`src/rtl/barrel_shifter_pipe_pkg.sv`:
```
// Shared definitions for the pipelined barrel shifter.
//   - DEF_DATA_W / DEF_IN_W : default result and operand widths
//   - sh_mode_e             : shift mode encodings carried on mode_i
package barrel_shifter_pipe_pkg;

  localparam int DEF_DATA_W = 44;
  localparam int DEF_IN_W   = 12;

  typedef enum logic [1:0] {
    SH_LSL = 2'b00,  // logical shift left, zero fill
    SH_LSR = 2'b01,  // logical shift right, zero fill
    SH_ASR = 2'b10,  // arithmetic shift right, sign fill
    SH_ROL = 2'b11   // rotate left
  } sh_mode_e;

endpackage

```
`src/rtl/barrel_shifter_pipe_shift_level.sv`:
```
// One mux level of the barrel shifter: shifts or rotates by a fixed distance
// DIST when en_i is set, otherwise passes data through unchanged.
// Ports:
//   data_i  : value entering this level
//   mode_i  : shift mode (sh_mode_e encoding)
//   en_i    : shift-amount bit belonging to this level
//   data_o  : value leaving this level
module shift_level
  import barrel_shifter_pipe_pkg::*;
#(
  parameter int DATA_W = DEF_DATA_W,
  parameter int DIST   = 1
) (
  input  logic [DATA_W-1:0] data_i,
  input  logic [1:0]        mode_i,
  input  logic              en_i,
  output logic [DATA_W-1:0] data_o
);

  logic [DATA_W-1:0] shifted;

  always_comb begin
    shifted = data_i;
    case (sh_mode_e'(mode_i))
      SH_LSL:  shifted = data_i << DIST;
      SH_LSR:  shifted = data_i >> DIST;
      // Sign bit is preserved by every ASR level, so chaining levels keeps
      // filling with the sign of the extended operand.
      SH_ASR:  shifted = $signed(data_i) >>> DIST;
      SH_ROL:  shifted = (data_i << DIST) | (data_i >> (DATA_W - DIST));
      default: shifted = data_i;
    endcase
  end

  assign data_o = en_i ? shifted : data_i;

endmodule

```
`src/rtl/barrel_shifter_pipe.sv`:
```
// Pipelined barrel shifter. The operand is extended to DATA_W, then passes
// through LEVELS mux levels (level k shifts by 2^k). A register stage sits
// after every level whose PIPE_MASK bit is set; the last level is always
// registered so data_o is a flop output.
// Ports:
//   clk, reset               : clock, asynchronous active-high reset
//   in_valid_i / in_ready_o  : input handshake
//   data_i, signed_i         : operand and its extension mode
//   mode_i, shamt_i          : shift mode and amount
//   out_valid_o / out_ready_i: output handshake
//   data_o                   : result
//
// Handshake: a beat transfers on a rising edge where valid and ready on the
// same side are both high. A valid beat is held stable until it transfers;
// ready may depend combinationally on the downstream ready.
module barrel_shifter_pipe
  import barrel_shifter_pipe_pkg::*;
#(
  parameter int                DATA_W    = DEF_DATA_W,
  parameter int                IN_W      = DEF_IN_W,
  parameter int                LEVELS    = 6,
  parameter logic [LEVELS-1:0] PIPE_MASK = 6'b100100
) (
  input  logic              clk,
  input  logic              reset,
  input  logic              in_valid_i,
  output logic              in_ready_o,
  input  logic [IN_W-1:0]   data_i,
  input  logic              signed_i,
  input  logic [1:0]        mode_i,
  input  logic [LEVELS-1:0] shamt_i,
  output logic              out_valid_o,
  input  logic              out_ready_i,
  output logic [DATA_W-1:0] data_o
);

  localparam logic [LEVELS-1:0] MASK_EFF = PIPE_MASK | {1'b1, {(LEVELS-1){1'b0}}};

  // Held low through reset and released by the first clock edge afterwards,
  // so in_ready_o stays low until the block is clocking again.
  logic ready_en_q;

  always_ff @(posedge clk or posedge reset) begin
    if (reset) ready_en_q <= 1'b0;
    else       ready_en_q <= 1'b1;
  end

  logic              in_take;
  logic [DATA_W-1:0] ext_data;
  logic [LEVELS-1:0] shamt_adj;

  assign in_take = in_valid_i & ready_en_q;

  if (IN_W < DATA_W) begin : g_ext
    assign ext_data = {{(DATA_W-IN_W){signed_i & data_i[IN_W-1]}}, data_i};
  end else begin : g_noext
    assign ext_data = data_i;
  end

  // A rotate by shamt >= DATA_W is folded into range once here, so the
  // levels only ever see the effective rotate distance.
  always_comb begin
    shamt_adj = shamt_i;
    if (mode_i == SH_ROL && int'(shamt_i) >= DATA_W)
      shamt_adj = shamt_i - LEVELS'(DATA_W);
  end

  for (genvar k = 0; k < LEVELS; k++) begin : g_lvl
    logic              v_in;
    logic              v_out;
    logic              rdy_in;
    logic              rdy_nxt;
    logic [DATA_W-1:0] d_in;
    logic [DATA_W-1:0] d_sh;
    logic [DATA_W-1:0] d_out;
    logic [1:0]        m_in;
    // Only the shamt bits still needed by this and later levels travel on.
    logic [LEVELS-1:k] s_in;

    if (k == 0) begin : g_src
      assign v_in = in_take;
      assign d_in = ext_data;
      assign m_in = mode_i;
      assign s_in = shamt_adj;
    end else begin : g_src
      assign v_in = g_lvl[k-1].v_out;
      assign d_in = g_lvl[k-1].d_out;
      assign m_in = g_lvl[k-1].g_fwd.m_out;
      assign s_in = g_lvl[k-1].g_fwd.s_out;
    end

    if (k == LEVELS-1) begin : g_sink
      assign rdy_nxt = out_ready_i;
    end else begin : g_sink
      assign rdy_nxt = g_lvl[k+1].rdy_in;
    end

    shift_level #(
      .DATA_W (DATA_W),
      .DIST   (1 << k)
    ) u_level (
      .data_i (d_in),
      .mode_i (m_in),
      .en_i   (s_in[k]),
      .data_o (d_sh)
    );

    if (MASK_EFF[k]) begin : g_reg
      logic              v_q;
      logic [DATA_W-1:0] d_q;

      // Stage loads whenever it is empty or its content moves on.
      always_ff @(posedge clk or posedge reset) begin
        if (reset) begin
          v_q <= 1'b0;
          d_q <= '0;
        end else if (rdy_in) begin
          v_q <= v_in;
          if (v_in) d_q <= d_sh;
        end
      end

      assign v_out  = v_q;
      assign d_out  = d_q;
      assign rdy_in = ~v_q | rdy_nxt;
    end else begin : g_comb
      assign v_out  = v_in;
      assign d_out  = d_sh;
      assign rdy_in = rdy_nxt;
    end

    // Mode and remaining shamt bits move in lock-step with the data.
    if (k < LEVELS-1) begin : g_fwd
      logic [1:0]          m_out;
      logic [LEVELS-1:k+1] s_out;

      if (MASK_EFF[k]) begin : g_creg
        logic [1:0]          m_q;
        logic [LEVELS-1:k+1] s_q;

        always_ff @(posedge clk or posedge reset) begin
          if (reset) begin
            m_q <= '0;
            s_q <= '0;
          end else if (rdy_in && v_in) begin
            m_q <= m_in;
            s_q <= s_in[LEVELS-1:k+1];
          end
        end

        assign m_out = m_q;
        assign s_out = s_q;
      end else begin : g_ccomb
        assign m_out = m_in;
        assign s_out = s_in[LEVELS-1:k+1];
      end
    end
  end

  assign in_ready_o  = ready_en_q & g_lvl[0].rdy_in;
  assign out_valid_o = g_lvl[LEVELS-1].v_out;
  assign data_o      = g_lvl[LEVELS-1].d_out;

endmodule

```
`config.mk`:
```
export PLATFORM = sky130hd
export DESIGN_NAME = barrel_shifter_pipe
export DESIGN_NICKNAME = d
export VERILOG_FILES = /design/src/rtl/barrel_shifter_pipe_pkg.sv /design/src/rtl/barrel_shifter_pipe_shift_level.sv /design/src/rtl/barrel_shifter_pipe.sv
export SDC_FILE = /design/constraint.sdc
export NUM_CORES = 1
export LEC_CHECK = 0
export BUFFER_PORTS_ARGS = -buffer_cell sky130_fd_sc_hd__buf_2
export CELL_PAD_IN_SITES_DETAIL_PLACEMENT = 0
export CELL_PAD_IN_SITES_GLOBAL_PLACEMENT = 1
export CORE_MARGIN = 2
export CORE_UTILIZATION = 35
export DETAILED_ROUTE_END_ITERATION = 10
export GPL_TIMING_DRIVEN = 0
export PLACE_DENSITY_LB_ADDON = 0.1
export SLEW_MARGIN = 0
export SYNTH_ARGS = -nofsm -noshare
export SYNTH_HDL_FRONTEND = slang
export SYNTH_SLANG_ARGS = --single-unit
```
`constraint.sdc`:
```
create_clock -name clk -period 6.1 [get_ports clk]
set_clock_uncertainty 0.15 [all_clocks]
set_input_delay 0.61 -clock clk [delete_from_list [all_inputs] [get_ports clk]]
set_output_delay 0.61 -clock clk [all_outputs]
set_load 0.005 [all_outputs]
```
Word-level counts from Yosys, hierarchy flattened:

Index checks and enable logic that the tools add are counted.

* word-level logic and storage cells: 47
* output and inout port bits: 46
* input port bits: 25
* flip-flop bits (word level): 96

* reductions and logical operators: 6
* $add $sub $neg: 1
* eq/ne operators: 6
* order comparisons: 1
* bitwise operators: 13
* muxes and demuxes: 13

Operators by type and width (count)
* 44-bit one-hot mux with 4 select lines: 6
* 44-bit two-way mux: 6
* 44-bit by 1-bit bitwise OR with 44-bit output: 1
* 44-bit by 16-bit bitwise OR with 44-bit output: 1
* 44-bit by 2-bit bitwise OR with 44-bit output: 1
* 44-bit by 32-bit bitwise OR with 44-bit output: 1
* 44-bit by 4-bit bitwise OR with 44-bit output: 1
* 44-bit by 8-bit bitwise OR with 44-bit output: 1
* 2-bit == test (second input constant): 4
* 6-bit >= comparator (second input constant): 1
* 6-bit two-way mux: 1
* 6-bit subtractor (second input constant): 1
* 2-bit by 1-bit == test with 1-bit output (second input constant): 2
* 2-bit zero test: 2
* 2-bit AND reduction: 2
* 1-bit bitwise AND: 3
* 1-bit logical AND: 2
* 1-bit inverter: 2
* 1-bit bitwise OR: 2

Longest topological paths before layout:

* word-level depth: 10
* mapped depth: 10
* depth with buffers taken out: 7

Modules after synthesis:

Synthesis repeated with hierarchy kept, for this count alone.

* cell total of the unflattened synthesis: 1265
* area total of the unflattened synthesis: 10223.6 µm²

By module, submodules not included
* barrel_shifter_pipe: cells an instance 219, area an instance 3678.5 µm², seq. area each 2402.3 µm², instances 1
* shift_level at g_lvl[4].u_level: cells an instance 213, area an instance 1401.3 µm², seq. area each 0.0 µm², instances 1
* shift_level at g_lvl[3].u_level: cells an instance 177, area an instance 1096.1 µm², seq. area each 0.0 µm², instances 1
* shift_level at g_lvl[5].u_level: cells an instance 183, area an instance 1052.3 µm², seq. area each 0.0 µm², instances 1
* shift_level at g_lvl[2].u_level: cells an instance 163, area an instance 1027.2 µm², seq. area each 0.0 µm², instances 1
* shift_level at g_lvl[0].u_level: cells an instance 153, area an instance 988.4 µm², seq. area each 0.0 µm², instances 1
* shift_level at g_lvl[1].u_level: cells an instance 157, area an instance 979.7 µm², seq. area each 0.0 µm², instances 1

Worst setup path after synthesis:

OpenSTA, ideal clock, no wires.

* path kind: input to register
* from: in mode_i[0]
* to: reg g_lvl[2].g_reg.d_q[1]
* library setup time: 0.126 ns
* arrival time: 2.044 ns
* stages on the path: 6
* path slack: 3.780 ns
* path buffers: 1
* required time: 5.824 ns
* cell sequence: buf_6 -> xnor2_4 -> mux4_2 -> a21oi_1 -> o21ai_0 -> a221o_1

* longest elaborated chain between the ends: 10
* elaborated cells on any way between the ends: 14
* classes of those cells: 3 x eq/ne; 7 x mux; 2 x bitwise; 2 x reduce/logical

RTL lines
* from (decl): line barrel_shifter_pipe.sv:30 `input logic [1:0] mode_i,`
* branches (longest 9 deep; another with 44-bit one-hot mux with 4 select lines)
* 44-bit two-way mux (*): line barrel_shifter_pipe_shift_level.sv:35 `assign data_o = en_i ? shifted : data_i;`
* to (signal assigned): line barrel_shifter_pipe.sv:119 `if (v_in) d_q <= d_sh;`
* to (decl): line barrel_shifter_pipe.sv:110 `logic [DATA_W-1:0] d_q;`

Mark *: on every way between the ends.
A chain may end at the register's enable or synchronous reset.

Final worst setup path:

* from: reg g_lvl[2].g_fwd.g_creg.m_q[0]
* to: reg g_lvl[5].g_reg.d_q[18], in the netlist data_o[18]

* longest elaborated chain between the ends: 9
* elaborated cells on any way between the ends: 12
* classes of those cells: 3 x eq/ne; 6 x mux; 2 x bitwise; 1 x reduce/logical

RTL lines
* from (decl): line barrel_shifter_pipe.sv:138 `logic [1:0] m_q;`
* from (signal assigned): line barrel_shifter_pipe.sv:146 `m_q <= m_in;`
* 2-bit == test, or another cell as far along: line barrel_shifter_pipe_shift_level.sv:24 `case (sh_mode_e'(mode_i))`
* 44-bit one-hot mux with 4 select lines: line barrel_shifter_pipe_shift_level.sv:24
* 44-bit two-way mux: line barrel_shifter_pipe_shift_level.sv:35
* 44-bit by 16-bit bitwise OR with 44-bit output: line barrel_shifter_pipe_shift_level.sv:30 `SH_ROL: shifted = (data_i << DIST) | (data_i >> (DATA_W - DIST));`
* 44-bit one-hot mux with 4 select lines: line barrel_shifter_pipe_shift_level.sv:24
* 44-bit two-way mux: line barrel_shifter_pipe_shift_level.sv:35
* 44-bit by 32-bit bitwise OR with 44-bit output: line barrel_shifter_pipe_shift_level.sv:30
* 44-bit one-hot mux with 4 select lines: line barrel_shifter_pipe_shift_level.sv:24
* 44-bit two-way mux (*): line barrel_shifter_pipe_shift_level.sv:35
* to (signal assigned): line barrel_shifter_pipe.sv:119
* to (decl): line barrel_shifter_pipe.sv:110

Every way passes the cells marked *; elsewhere a longest branch is shown, timed or not.

==> key figures <==
STA
  • Least-Margin Pin Slew: 1.08 ns
  • Final Hold Viols: 0
  • Slew Viols, Final: 0
  • Slew margin rel.: 27.6%
  • Maximum clock frequency: 322 MHz
  • Setup total negative slack: 0 ns
  • Finish-stage setup viols: 0
  • Clock period minus worst slack: 3.11 ns
  • Final Cycle Share: 51.0%
  • RSZ-0062 raised after global routing: false

Clock network
  • CTS tree: done
  • Clk Latency, worst-skew pair: 0.36 ns
  • Num CTS Buffers: 9
  • Post-CTS setup buffers: 0
  • Post_cts resized: 0
  • Hold buffers post-CTS: 0
  • Clock buffer depth: 2
  • Clock transition at path regs: 0.08 ns
  • Clock sink total: 79
  • H-tree depth: 3
  • Root Buffer: clkbuf_16

Layout
  • Ant. Diodes: 0
  • Layout Utilization: between 40% and 50%
  • Most frequent cells in the layout: nand2_1 (110), a21oi_1 (99), buf_2 (95)
  • Non-filler cells, final: 1213
  • Area Growth Syn to Fin: 15.2%
  • Multi-input logic area: ~4300 sq um
  • Final Cell Area: 7780 sq um
  • # nets final: 974
  • Reg area: roughly 2000 sq um
  • Layout cells sized above 1: between 15 and 20%
  • Commonest non-fill, non-tap cell in the layout: nand2_1
  • Filler cells: 1968

Synth
  • XOR/XNOR share of the synthesized area: 2.26%
  • Flops & latches, synth: 79
  • Largest family of logic cells by synthesized area: compound AO/OA/AOI/OAI gates
  • Post-Synth Simple-Gate Area: between 15 and 20%
  • Compound-gate portion of the synthesized area: a little under two fifths
  • EDFF count, synth: 0
  • Ys Warns: 0
  • Synthesized area per cell: 7.77 sq um
  • Unique masters post-synth: 78
  • Syn_nets: a little under 900
  • Mux contribution to synthesized area: approximately 6.4%
  • Mapped Cells: 869
  • Top FF cell, synth: dfrtp_1
  • Adder-cell share of the synthesized area: 0.185%
  • Mapped Area: between 6000 and 7000 sq um
  • Part of the Yosys area used for sequential elements: a little under 30%
  • Ys async rst share: between 90% and 100%

Placed design
  • Post-DP HPWL: between 20000 and 25000 um
  • RePlAce Congestion: 1.03
  • Placed insts: 1197
  • Area after DPL: 7450 sq um
  • Port bufs: 67

Flow run
  • Max_cap viols: 0

Setup path
  • Crit end category: flip-flop
  • Crit path from: g_lvl[2].g_fwd.g_creg.m_q[0]$_DFFE_PP0P_
  • Worst Path Arrival: roughly 3.3 ns
  • Crit path kind: reg -> reg
  • Worst Reg-to-Reg Cells: 7
  • Reg2reg end: data_o[18]$_DFFE_PP0P_
  • Required time worst endpoint: 6.24 ns
  • R2R Setup Slk: 2.99 ns
  • Reg2reg start: g_lvl[2].g_fwd.g_creg.m_q[0]$_DFFE_PP0P_
  • CP startpoint kind: flip-flop
  • Crit path max fanout: 10

GRT
  • Total grt overflow: 0
  • Vias in the first global route: 7179
  • Initial antenna violation count: 1
  • First-pass GRT wire length: just under 50000 um
  • Total GRT Usage: 32.4%
  • Pin count of the biggest net entering global routing: 69

Detailed routing
  • Routed WL per cell: 27.0 um
  • Drt pass-1 iters: 8
  • Via density: 6.35
  • Drc violations: 0
  • Post-route ant nets: 0
  • Via Count: between 7000 and 8000
  • 1st-iter DRT viols: roughly 950
  • Routed WL: 32800 um

Floorplan
  • DIE WIDTH: 143 um
  • Initial core utilization: between 30% and 40%
  • Row cnt: 50
  • Core footprint: 18800 sq um
  • DIE AREA: between 20000 and 25000 sq um
  • Die extent in y: 143 um
  • IO Count: 71

Power
  • Sequential power share: 30.0%
  • Switching pwr: approximately 1.2 mW
  • Clock power share: 23.3%
  • Sw frac: 44.9%
  • Pint: 1.49 mW
  • Pwr dens: roughly 350 nW/um^2
  • Peak supply drop: 0.157 mV
  • Gate power share: 46.6%
  • Pleak: 3.18 nW

Hold path
  • HP Class: in -> async

Outcome
  • Status: complete, no violations
state kept, by name (all words and copies together), names as in the netlist:
register / flops
g_lvl.d_out: 27
out_valid_o: 1
g_lvl.g_reg.v_q: 1
ready_en_q: 1
g_lvl.g_fwd.g_creg.m_q: 2
g_lvl.g_fwd.g_creg.s_q: 3
data_o: 44
Yosys cell counts (3+ instances only):
cell         n  share of area, %
nand2_1    110               6.1
a21oi_1     99               7.3
o21ai_0     89               6.6
nor2_1      85               4.7
dfrtp_1     79                29
clkbuf_1    36               2.0
buf_2       28               2.1
mux2i_1     21               3.1
o22ai_1     19               1.8
a31oi_1     18               1.7
nand3_1     17               1.3
a311oi_1    16               2.1
a211oi_1    15               1.7
o211ai_1    13               1.4
a221oi_1    12               1.6
nand2b_1    12               1.1
nor2b_1     11               1.0
nor3_1      11              0.81
inv_1       10              0.56
buf_6        9               1.5
o21ai_1      9              0.67
mux2_2       8               1.3
a22o_1       7              0.91
buf_4        7              0.78
a21o_1       6              0.67
a22oi_1      6              0.67
and2_1       6              0.56
mux4_2       6               2.0
o21a_1       6              0.67
o221a_2      6               1.0
o31ai_1      6              0.67
o32ai_1      6              0.78
and3_1       5              0.46
o211a_1      5              0.74
a21boi_0     4              0.44
a32o_1       4              0.59
nand3b_1     4              0.44
a221o_1      3              0.44
a2bb2oi_1    3              0.39
buf_1        3              0.17
o22a_1       3              0.39
stage by stage:
stage | power [mW] | hold WS, ns | worst slack [ns]
2_1_floorplan | 1.51 | 0.321 | 3.32
3_3_place_gp | 2.05 | 0.309 | 2.16
3_5_place_dp | 2.04 | 0.318 | 3.10
4_1_cts | 2.66 | 0.0249 | 3.09
5_1_grt | 2.83 | 0.0345 | 2.96
6_report | 2.70 | 0.0133 | 2.99
final cells by class:
class / instances / area share (%)
multi-input cells: 693 / 54.8
flip-flops and latches: 79 / 25.4
plain buffers: 85 / 5.98
repair buffers: 68 / 4.66
well taps: 260 / 4.18
clock buffers: 9 / 2.89
clock inverters: 7 / 1.42
inverters: 12 / 0.611
power by group through the flow:
stage	Sequential, mW	Combinational [mW]	Clock, mW
floorplan	0.778	0.732	0
global placement	0.816	1.24	0
detailed placement	0.815	1.22	0
CTS	0.806	1.23	0.630
global route	0.825	1.35	0.653
finish	0.811	1.26	0.630
routing by layer:
layer  GRT usage, %  wire, um
met1           45.5     14100
met2           48.8     14300
met5              0        13
met4           11.0      1180
met3           7.65      3290
critical path, cell delays in order (launching register included):
cell and delay [ns]:
dfrtp_1 0.47, buf_6 0.21, inv_2 0.13, nor2_1 0.77
a221oi_1 0.11, o32ai_1 0.69, o21ai_0 0.30, o21ai_1 0.19
worst max path at each step:
stage	cells past startpoint	end	slack [ns]
after global routing	7	data_o[18]$_DFFE_PP0P_	2.96
after floorplan	1	data_o[0]$_DFFE_PP0P_	3.32
after detailed placement	7	data_o[18]$_DFFE_PP0P_	3.10
final	7	data_o[18]$_DFFE_PP0P_	2.99
after CTS	7	data_o[18]$_DFFE_PP0P_	3.09
after global placement	2	g_lvl[2].g_fwd.g_creg.s_q[4]$_DFFE_PP0P_	2.16
cells by family (layout without fill, tap and decap cells):
logic type | count (synthesis) | count (layout)
DFF | 79 | 79
AOI/OAI and AO/OA | 382 | 382
buffers and inverters | 97 | 181
muxes | 35 | 35
and+or+nand+nor | 266 | 266
other | 1 | 1
xor gates and xnor gates | 8 | 8
adders and majority gates | 1 | 1
(Power assumes the default switching activity.)
